[src/rtl/tft_pkg.sv]
// rtl/tft_pkg.sv - shared ILI9341 constants and TFT serializer state encoding
package tft_pkg;

  localparam logic [7:0] CASET = 8'h2a;
  localparam logic [7:0] PASET = 8'h2b;
  localparam logic [7:0] RAMWR = 8'h2c;

  localparam logic DC_CMD  = 1'b0;
  localparam logic DC_DATA = 1'b1;

  typedef enum logic [1:0] {
    ST_IDLE   = 2'd0,
    ST_SETUP  = 2'd1,
    ST_SHIFT  = 2'd2,
    ST_LINGER = 2'd3
  } tx_state_e;

endpackage

[src/rtl/spi_tick.sv]
// rtl/spi_tick.sv - SCK half-period counter, one-cycle tick every clk_div enabled cycles
module spi_tick #(
  parameter int clk_div = 2
) (
  input  logic clk,
  input  logic rst,
  input  logic clr,
  input  logic en,
  output logic tick
);

  localparam int W = $clog2(clk_div + 1);

  logic [W-1:0] div_cnt_q, div_cnt_d;

  assign tick = en && (div_cnt_q == W'(clk_div - 1));

  always_comb begin
    div_cnt_d = div_cnt_q;
    if (clr) begin
      div_cnt_d = '0;
    end else if (en) begin
      div_cnt_d = tick ? '0 : div_cnt_q + W'(1);
    end
  end

  always_ff @(posedge clk) begin
    if (rst) begin
      div_cnt_q <= '0;
    end else begin
      div_cnt_q <= div_cnt_d;
    end
  end

endmodule

[src/rtl/tft_spi_tx.sv]
// rtl/tft_spi_tx.sv - byte strobe to 4-wire SPI mode 0 serializer for the ILI9341 panel
module tft_spi_tx
  import tft_pkg::*;
#(
  parameter int clk_div = 2,
  parameter int cs_idle = 4
) (
  input  logic       clk,
  input  logic       rst,
  input  logic       tft_transmit,
  input  logic       tft_dc,
  input  logic [7:0] tft_data,
  output logic       tft_busy,
  output logic       lcd_cs,
  output logic       lcd_dc,
  output logic       lcd_sck,
  output logic       lcd_mosi
);

  localparam int LW = $clog2(cs_idle + 1);

  tx_state_e     state_q, state_d;
  logic          busy_q, busy_d;
  logic          cs_q, cs_d;
  logic          dc_q, dc_d;
  logic          sck_q, sck_d;
  logic          mosi_q, mosi_d;
  logic [7:0]    data_q, data_d;
  logic [2:0]    bit_cnt_q, bit_cnt_d;
  logic [2:0]    bit_nxt;
  logic [LW-1:0] linger_cnt_q, linger_cnt_d;

  logic accept;
  logic tick;
  logic tick_en;
  logic linger_done;
  logic last_bit_done;

  assign accept        = tft_transmit && !busy_q &&
                         (state_q == ST_IDLE || state_q == ST_LINGER);
  assign tick_en       = (state_q == ST_SETUP) || (state_q == ST_SHIFT);
  assign linger_done   = (state_q == ST_LINGER) && (linger_cnt_q == LW'(cs_idle - 1));
  assign last_bit_done = (state_q == ST_SHIFT) && tick && sck_q && (bit_cnt_q == 3'd0);
  assign bit_nxt       = bit_cnt_q - 3'd1;

  spi_tick #(.clk_div(clk_div)) u_tick (
    .clk  (clk),
    .rst  (rst),
    .clr  (accept),
    .en   (tick_en),
    .tick (tick)
  );

  always_ff @(posedge clk) begin
    if (rst) begin
      state_q      <= ST_IDLE;
      busy_q       <= 1'b0;
      cs_q         <= 1'b1;
      dc_q         <= 1'b1;
      sck_q        <= 1'b0;
      mosi_q       <= 1'b0;
      data_q       <= '0;
      bit_cnt_q    <= '0;
      linger_cnt_q <= '0;
    end else begin
      state_q      <= state_d;
      busy_q       <= busy_d;
      cs_q         <= cs_d;
      dc_q         <= dc_d;
      sck_q        <= sck_d;
      mosi_q       <= mosi_d;
      data_q       <= data_d;
      bit_cnt_q    <= bit_cnt_d;
      linger_cnt_q <= linger_cnt_d;
    end
  end

  // A byte arriving in LINGER skips SETUP since CS is already low.
  always_comb begin
    state_d = state_q;
    case (state_q)
      ST_IDLE:   if (accept) state_d = ST_SETUP;
      ST_SETUP:  if (tick) state_d = ST_SHIFT;
      ST_SHIFT:  if (last_bit_done) state_d = ST_LINGER;
      ST_LINGER: begin
        if (accept) begin
          state_d = ST_SHIFT;
        end else if (linger_done) begin
          state_d = ST_IDLE;
        end
      end
      default:   state_d = ST_IDLE;
    endcase
  end

  always_comb begin
    busy_d       = busy_q;
    cs_d         = cs_q;
    dc_d         = dc_q;
    sck_d        = sck_q;
    mosi_d       = mosi_q;
    data_d       = data_q;
    bit_cnt_d    = bit_cnt_q;
    linger_cnt_d = linger_cnt_q;
    if (accept) begin
      data_d       = tft_data;
      busy_d       = 1'b1;
      cs_d         = 1'b0;
      dc_d         = tft_dc;
      mosi_d       = tft_data[7];
      sck_d        = 1'b0;
      bit_cnt_d    = 3'd7;
      linger_cnt_d = '0;
    end else begin
      case (state_q)
        ST_SHIFT: begin
          if (tick) begin
            if (!sck_q) begin
              sck_d = 1'b1;
            end else begin
              // Falling edge: present the next bit, or finish the byte.
              sck_d = 1'b0;
              if (bit_cnt_q != 3'd0) begin
                bit_cnt_d = bit_nxt;
                mosi_d    = data_q[bit_nxt];
              end else begin
                busy_d       = 1'b0;
                linger_cnt_d = '0;
              end
            end
          end
        end
        ST_LINGER: begin
          if (linger_done) begin
            cs_d         = 1'b1;
            linger_cnt_d = '0;
          end else begin
            linger_cnt_d = linger_cnt_q + LW'(1);
          end
        end
        default: ;
      endcase
    end
  end

  assign tft_busy = busy_q;
  assign lcd_cs   = cs_q;
  assign lcd_dc   = dc_q;
  assign lcd_sck  = sck_q;
  assign lcd_mosi = mosi_q;

endmodule

[config.mk]
export PLATFORM = sky130hd
export DESIGN_NAME = tft_spi_tx
export DESIGN_NICKNAME = d
export VERILOG_FILES = /design/src/rtl/tft_pkg.sv /design/src/rtl/spi_tick.sv /design/src/rtl/tft_spi_tx.sv
export SDC_FILE = /design/constraint.sdc
export NUM_CORES = 1
export LEC_CHECK = 0
export CORE_AREA = 2 2 49 51
export DETAILED_ROUTE_END_ITERATION = 10
export DIE_AREA = 0 0 51 53
export PLACE_DENSITY = 0.79
export SLEW_MARGIN = 15
export SYNTH_ARGS = -nofsm -noshare
export SYNTH_HDL_FRONTEND = slang
export SYNTH_SLANG_ARGS = --single-unit
[constraint.sdc]
create_clock -name clk -period 2.9 [get_ports clk]
set_input_delay 0.29 -clock clk [delete_from_list [all_inputs] [get_ports clk]]
set_output_delay 0.29 -clock clk [all_outputs]
set_load 0.02 [all_outputs]
-- Word level (Yosys, flattened, before mapping)
Cells that the tools add are included.
- bits in registers: 23
- bits in latches: 0
- memory bits (writable): 0
- memory bits (read-only): 0
- bits of input ports: 12
- logic and storage cells: 87
- memories kept: 0
- add/subtract/negate cells: 3
- multiply operators: 0
- divide/modulo/power cells: 0
- order comparisons: 1
- equal/unequal tests: 13
- shifts and indexed selects: 0
- mux-type cells: 33
- bitwise logic cells: 0
- reductions and logical operators: 27
- operators with widths (kind ; count):
    2-to-1 mux 3 bit ; 9
    AND reduction 4 bit ; 4
    2-to-1 mux 1 bit ; 15
    inequality test 2 bit (second input constant) ; 7
    nonzero test 2 bit ; 7
    2-to-1 mux 2 bit ; 6
    one-hot mux 2 bit (4 select lines) ; 1
    logical AND 1 bit ; 7
    one-hot mux 3 bit (2 select lines) ; 1
    equality test 2 x 1 -> 1 bit (second input constant) ; 2
    equality test 2 bit (second input constant) ; 2
    < comparator 3 x 4 -> 1 bit (second input constant) ; 1
    AND reduction 2 bit ; 2
    adder 3 x 1 -> 3 bit (second input constant) ; 1
    binary-select mux 1 bit (select 3 bit) ; 1
    equality test 3 x 2 -> 1 bit (second input constant) ; 1
    zero test 3 bit ; 1
    inequality test 3 bit (second input constant) ; 1
    nonzero test 3 bit ; 1
    subtractor 3 x 1 -> 3 bit (second input constant) ; 1
    adder 2 x 1 -> 2 bit (second input constant) ; 1
    zero test 2 bit ; 1
    logical OR 1 bit ; 2
    OR reduction 2 bit ; 1
    zero test 1 bit ; 1

-- Longest topological paths before layout
- word-level depth: 8
- mapped depth: 7
- depth with buffers taken out: 6

-- Modules after synthesis
Synthesis repeated with hierarchy kept, for this count alone.
- cell total of the unflattened synthesis: 129
- area total of the unflattened synthesis: 1122.3 µm²
- by module, submodules not included (module ; instances ; cells each ; area an instance (µm²) ; sequential area each (µm²)):
    tft_spi_tx ; 1 ; 121 ; 1046.0 ; 420.4
    spi_tick ; 1 ; 8 ; 76.3 ; 40.0

-- Worst setup path after synthesis
OpenSTA, ideal clock, no wires.
- path kind: register to register
- start: reg state_q[1]
- end: reg bit_cnt_q[2]
- library setup time: 0.115 ns
- arrival time: 1.763 ns
- data required time: 2.785 ns
- slack: 1.023 ns
- cell stages (with the launch flop): 8
- path buffers: 1
- period minus slack after synthesis: 1.877 ns
- path through: dfxtp_1 inv_1 ha_1 buf_6 nand4_1 nor2_1 mux2_2 o21a_1
- word-level cells in the longest chain between the ends: 5
- elaborated cells between the ends (all ways): 14
- those cells by class: eq/ne (3); mux (1); reduce/logical (10)
- RTL lines (what ; line ; text):
    start, declared ; tft_spi_tx.sv:22 ; tx_state_e state_q, state_d;
    start signal, assigned ; tft_spi_tx.sv:66 ; state_q <= state_d;
    equality test 2 x 1 -> 1 bit or equality test 2 bit (tied branches) ; tft_spi_tx.sv:41 ; assign tick_en = (state_q == ST_SETUP) || (state_q == ST_SHIFT);
    logical OR 1 bit * ; tft_spi_tx.sv:41 ;
    net tick_en ; tft_spi_tx.sv:35 ; logic tick_en;
    logical AND 1 bit * ; spi_tick.sv:16 ; assign tick = en && (div_cnt_q == W'(clk_div - 1));
    nonzero test 2 bit (no line) * ; -- ;
    AND reduction 4 bit (no line) * ; -- ;
    end signal, assigned ; tft_spi_tx.sv:73 ; bit_cnt_q <= bit_cnt_d;
    end, declared ; tft_spi_tx.sv:29 ; logic [2:0] bit_cnt_q, bit_cnt_d;
Mark *: on every way through the listed nets, which the timed path passes. The rest lies on a longest branch.
A chain may end at the register's enable or synchronous reset.

-- Final worst setup path
Ends and elaborated chain as after synthesis.

==> qor.csv <==
metric,value,unit
ANT nets after route,0,
wire per inst,12.5,microns
layout cells sized above 1,6.85,%
hold_sp,data_q[1],
GRT Total Usage,19.3,%
initial antenna violation count,0,
clock-pin slew on the worst setup and hold paths,0.12,ns
Antenna Cells,0,
Peak VDD IR,0.000459,V
status,"complete, no violations",
# rows,17,
total power,1110,uW
"Setup Fix Bufs, Post-CTS",0,
clk sink count,23,
Root Driver,clkbuf_4,
# port buffers,16,
die area,2700,sq um
nets,167,
core box area,2150,sq um
Die Wd,51,microns
Initial DRT Pass Iterations,4,
RSZ-0062 raised after global routing,no,
vias in the first global route,926,
Boundary Pins,17,
P&R area growth vs syn,18.1,%
CP Max Fanout,8,
final hold violations,0,
GRT overflow,0,
worst setup path startpoint,state_q[1],
DRC Markers,0,
TritonCTS clock tree,done,
ys flop type,dfxtp_1,
fin crit share,74.6,%
YS warnings,0,
largest net degree at the start of global routing,17,
Async SR Flop Fraction,0,%
clock skew,0.00616,ns
CTS resizes,0,
Rel. slew slack,75.0,%
Syn Nets,149,
Via density,5.45,
Slew Limit Fails,0,
routability cong.,0.724,
Iteration-0 DRC Markers,5,
reg2reg start,state_q[1],
Initial Utilization,53.9,%
Netlist Area Pre-Place,1160,sq um
pwr/cell area,810,nW/um^2
post-layout util,63.6,%
most used cells in the layout excluding fill and tap cells,"dfxtp_1 (23), nand2_1 (22), clkdlybuf4s50_1 (16), a21oi_1 (12), nor2_1 (9)",
Slew @ Worst Pin,0.374,ns
hold crit path type,reg -> reg,
Lkg Pwr,0.000517,uW
"Hold-fix buffers, CTS",0,
final setup violation count,0,
Critical Path RT,3.12,ns
startpoint type of the worst setup path,register,
Post-Route WL,2170,microns
routed vias,949,
H-tree levels,1,
total CTS buffers,3,
Crit Path Category,reg -> reg,
fmax,462,MHz
Final HPWL DP,1660,microns
Avg Inst Size Synth,8.97,sq um
Netlist cell types,39,
register area share after synthesis,39.8,%
Critical Path AT,2.38,ns
final worst path period need,2.16,ns
Post-synth EDFFs,0,
Longest Clk Path Bufs,2,
clk_lat worst skew,0.32,ns
"commonest non-fill, non-tap cell in the layout",dfxtp_1,
Synth Instances,129,
Setup TNS,0,ns
max-cap violations,0,
crit path capture type,register,
Die Y,53,microns
synthesis-stage register bit count,23,
first-pass GRT wire length,3870,microns
## synth_stat cells, types with 2 or more instances
master / count / area (sq um)
dfxtp_1: 23 / 460
nand2_1: 22 / 82.6
a21oi_1: 12 / 60.1
nor2_1: 9 / 33.8
ha_1: 8 / 100
inv_1: 7 / 26.3
nand2b_1: 4 / 25.0
mux2i_1: 3 / 30.0
nor3_1: 3 / 15.0
o21a_1: 3 / 22.5
a211oi_1: 2 / 15.0
a31oi_1: 2 / 12.5
clkbuf_1: 2 / 7.51
nor2b_1: 2 / 12.5
o21ai_0: 2 / 10.0
o21ai_1: 2 / 10.0
## state kept, by name (all words and copies together), names as in the netlist
signal,count
lcd_dc,1
state_q,2
lcd_cs,1
lcd_mosi,1
tft_busy,1
data_q,8
bit_cnt_q,3
u_tick.div_cnt_q,2
linger_cnt_q,3
lcd_sck,1
## metrics by stage
| step | cell area [sq um] | cells | setup slack (ns) | hold slack [ns] |
|---|---|---|---|---|
| finish | 1370 | 174 | 0.737 | 0.465 |
| detailed placement | 1340 | 170 | 0.748 | 0.448 |
| global route | 1370 | 174 | 0.627 | 0.484 |
| CTS | 1370 | 174 | 0.730 | 0.465 |
| floorplan | 1160 | 129 | 1.02 | 0.414 |
| global placement | 1340 | 170 | 0.838 | 0.438 |
## logic make-up after synthesis
group / after synthesis / synth area share, %
XOR/XNOR: 2 / 1.51
AND/OR/NAND/NOR: 49 / 21.6
buffers and inverters: 12 / 4.65
flip-flops: 23 / 39.8
adder cells (fa/ha/maj): 8 / 8.65
AO/OA/AOI/OAI: 29 / 16.0
multiplexers: 6 / 7.78
## routing by layer
layer	vias up	part of all wire (%)	GRT usage (%)
met2	12	51	34.2
met5	-	0	0
met4	0	2.1	9.46
met1	444	45	22.9
li1	488	-	-
met3	5	1.7	2.54
## power by group
group	switching, uW	leakage [uW]	internal [uW]
sequential	57.2	0.000189	387
clock	93.8	0.0000150	53.9
combinational	278	0.000313	237
## critical path, cell delays in order (launching register included)
cell	delay, ns
dfxtp_1	0.41
inv_1	0.11
ha_1	0.48
nand4_1	0.21
nor2_1	0.32
mux2_2	0.38
o21a_1	0.17
## final timing paths
check	cells past startpoint	end	slack (ns)
min reg2reg	2	data_q[1]	0.46
max	6	bit_cnt_q[2]	0.74
min	2	data_q[1]	0.46
max reg2reg	6	bit_cnt_q[2]	0.74
## area by class of cell
class,count,area (sq um)
repair buffers,18,175
multi-input cells,94,643
well taps,28,35.0
clock buffers,4,26.3
inverters,7,26.3
fillers,185,782
flip-flops and latches,23,460
No activity file was read; power rests on OpenSTA's default activity.
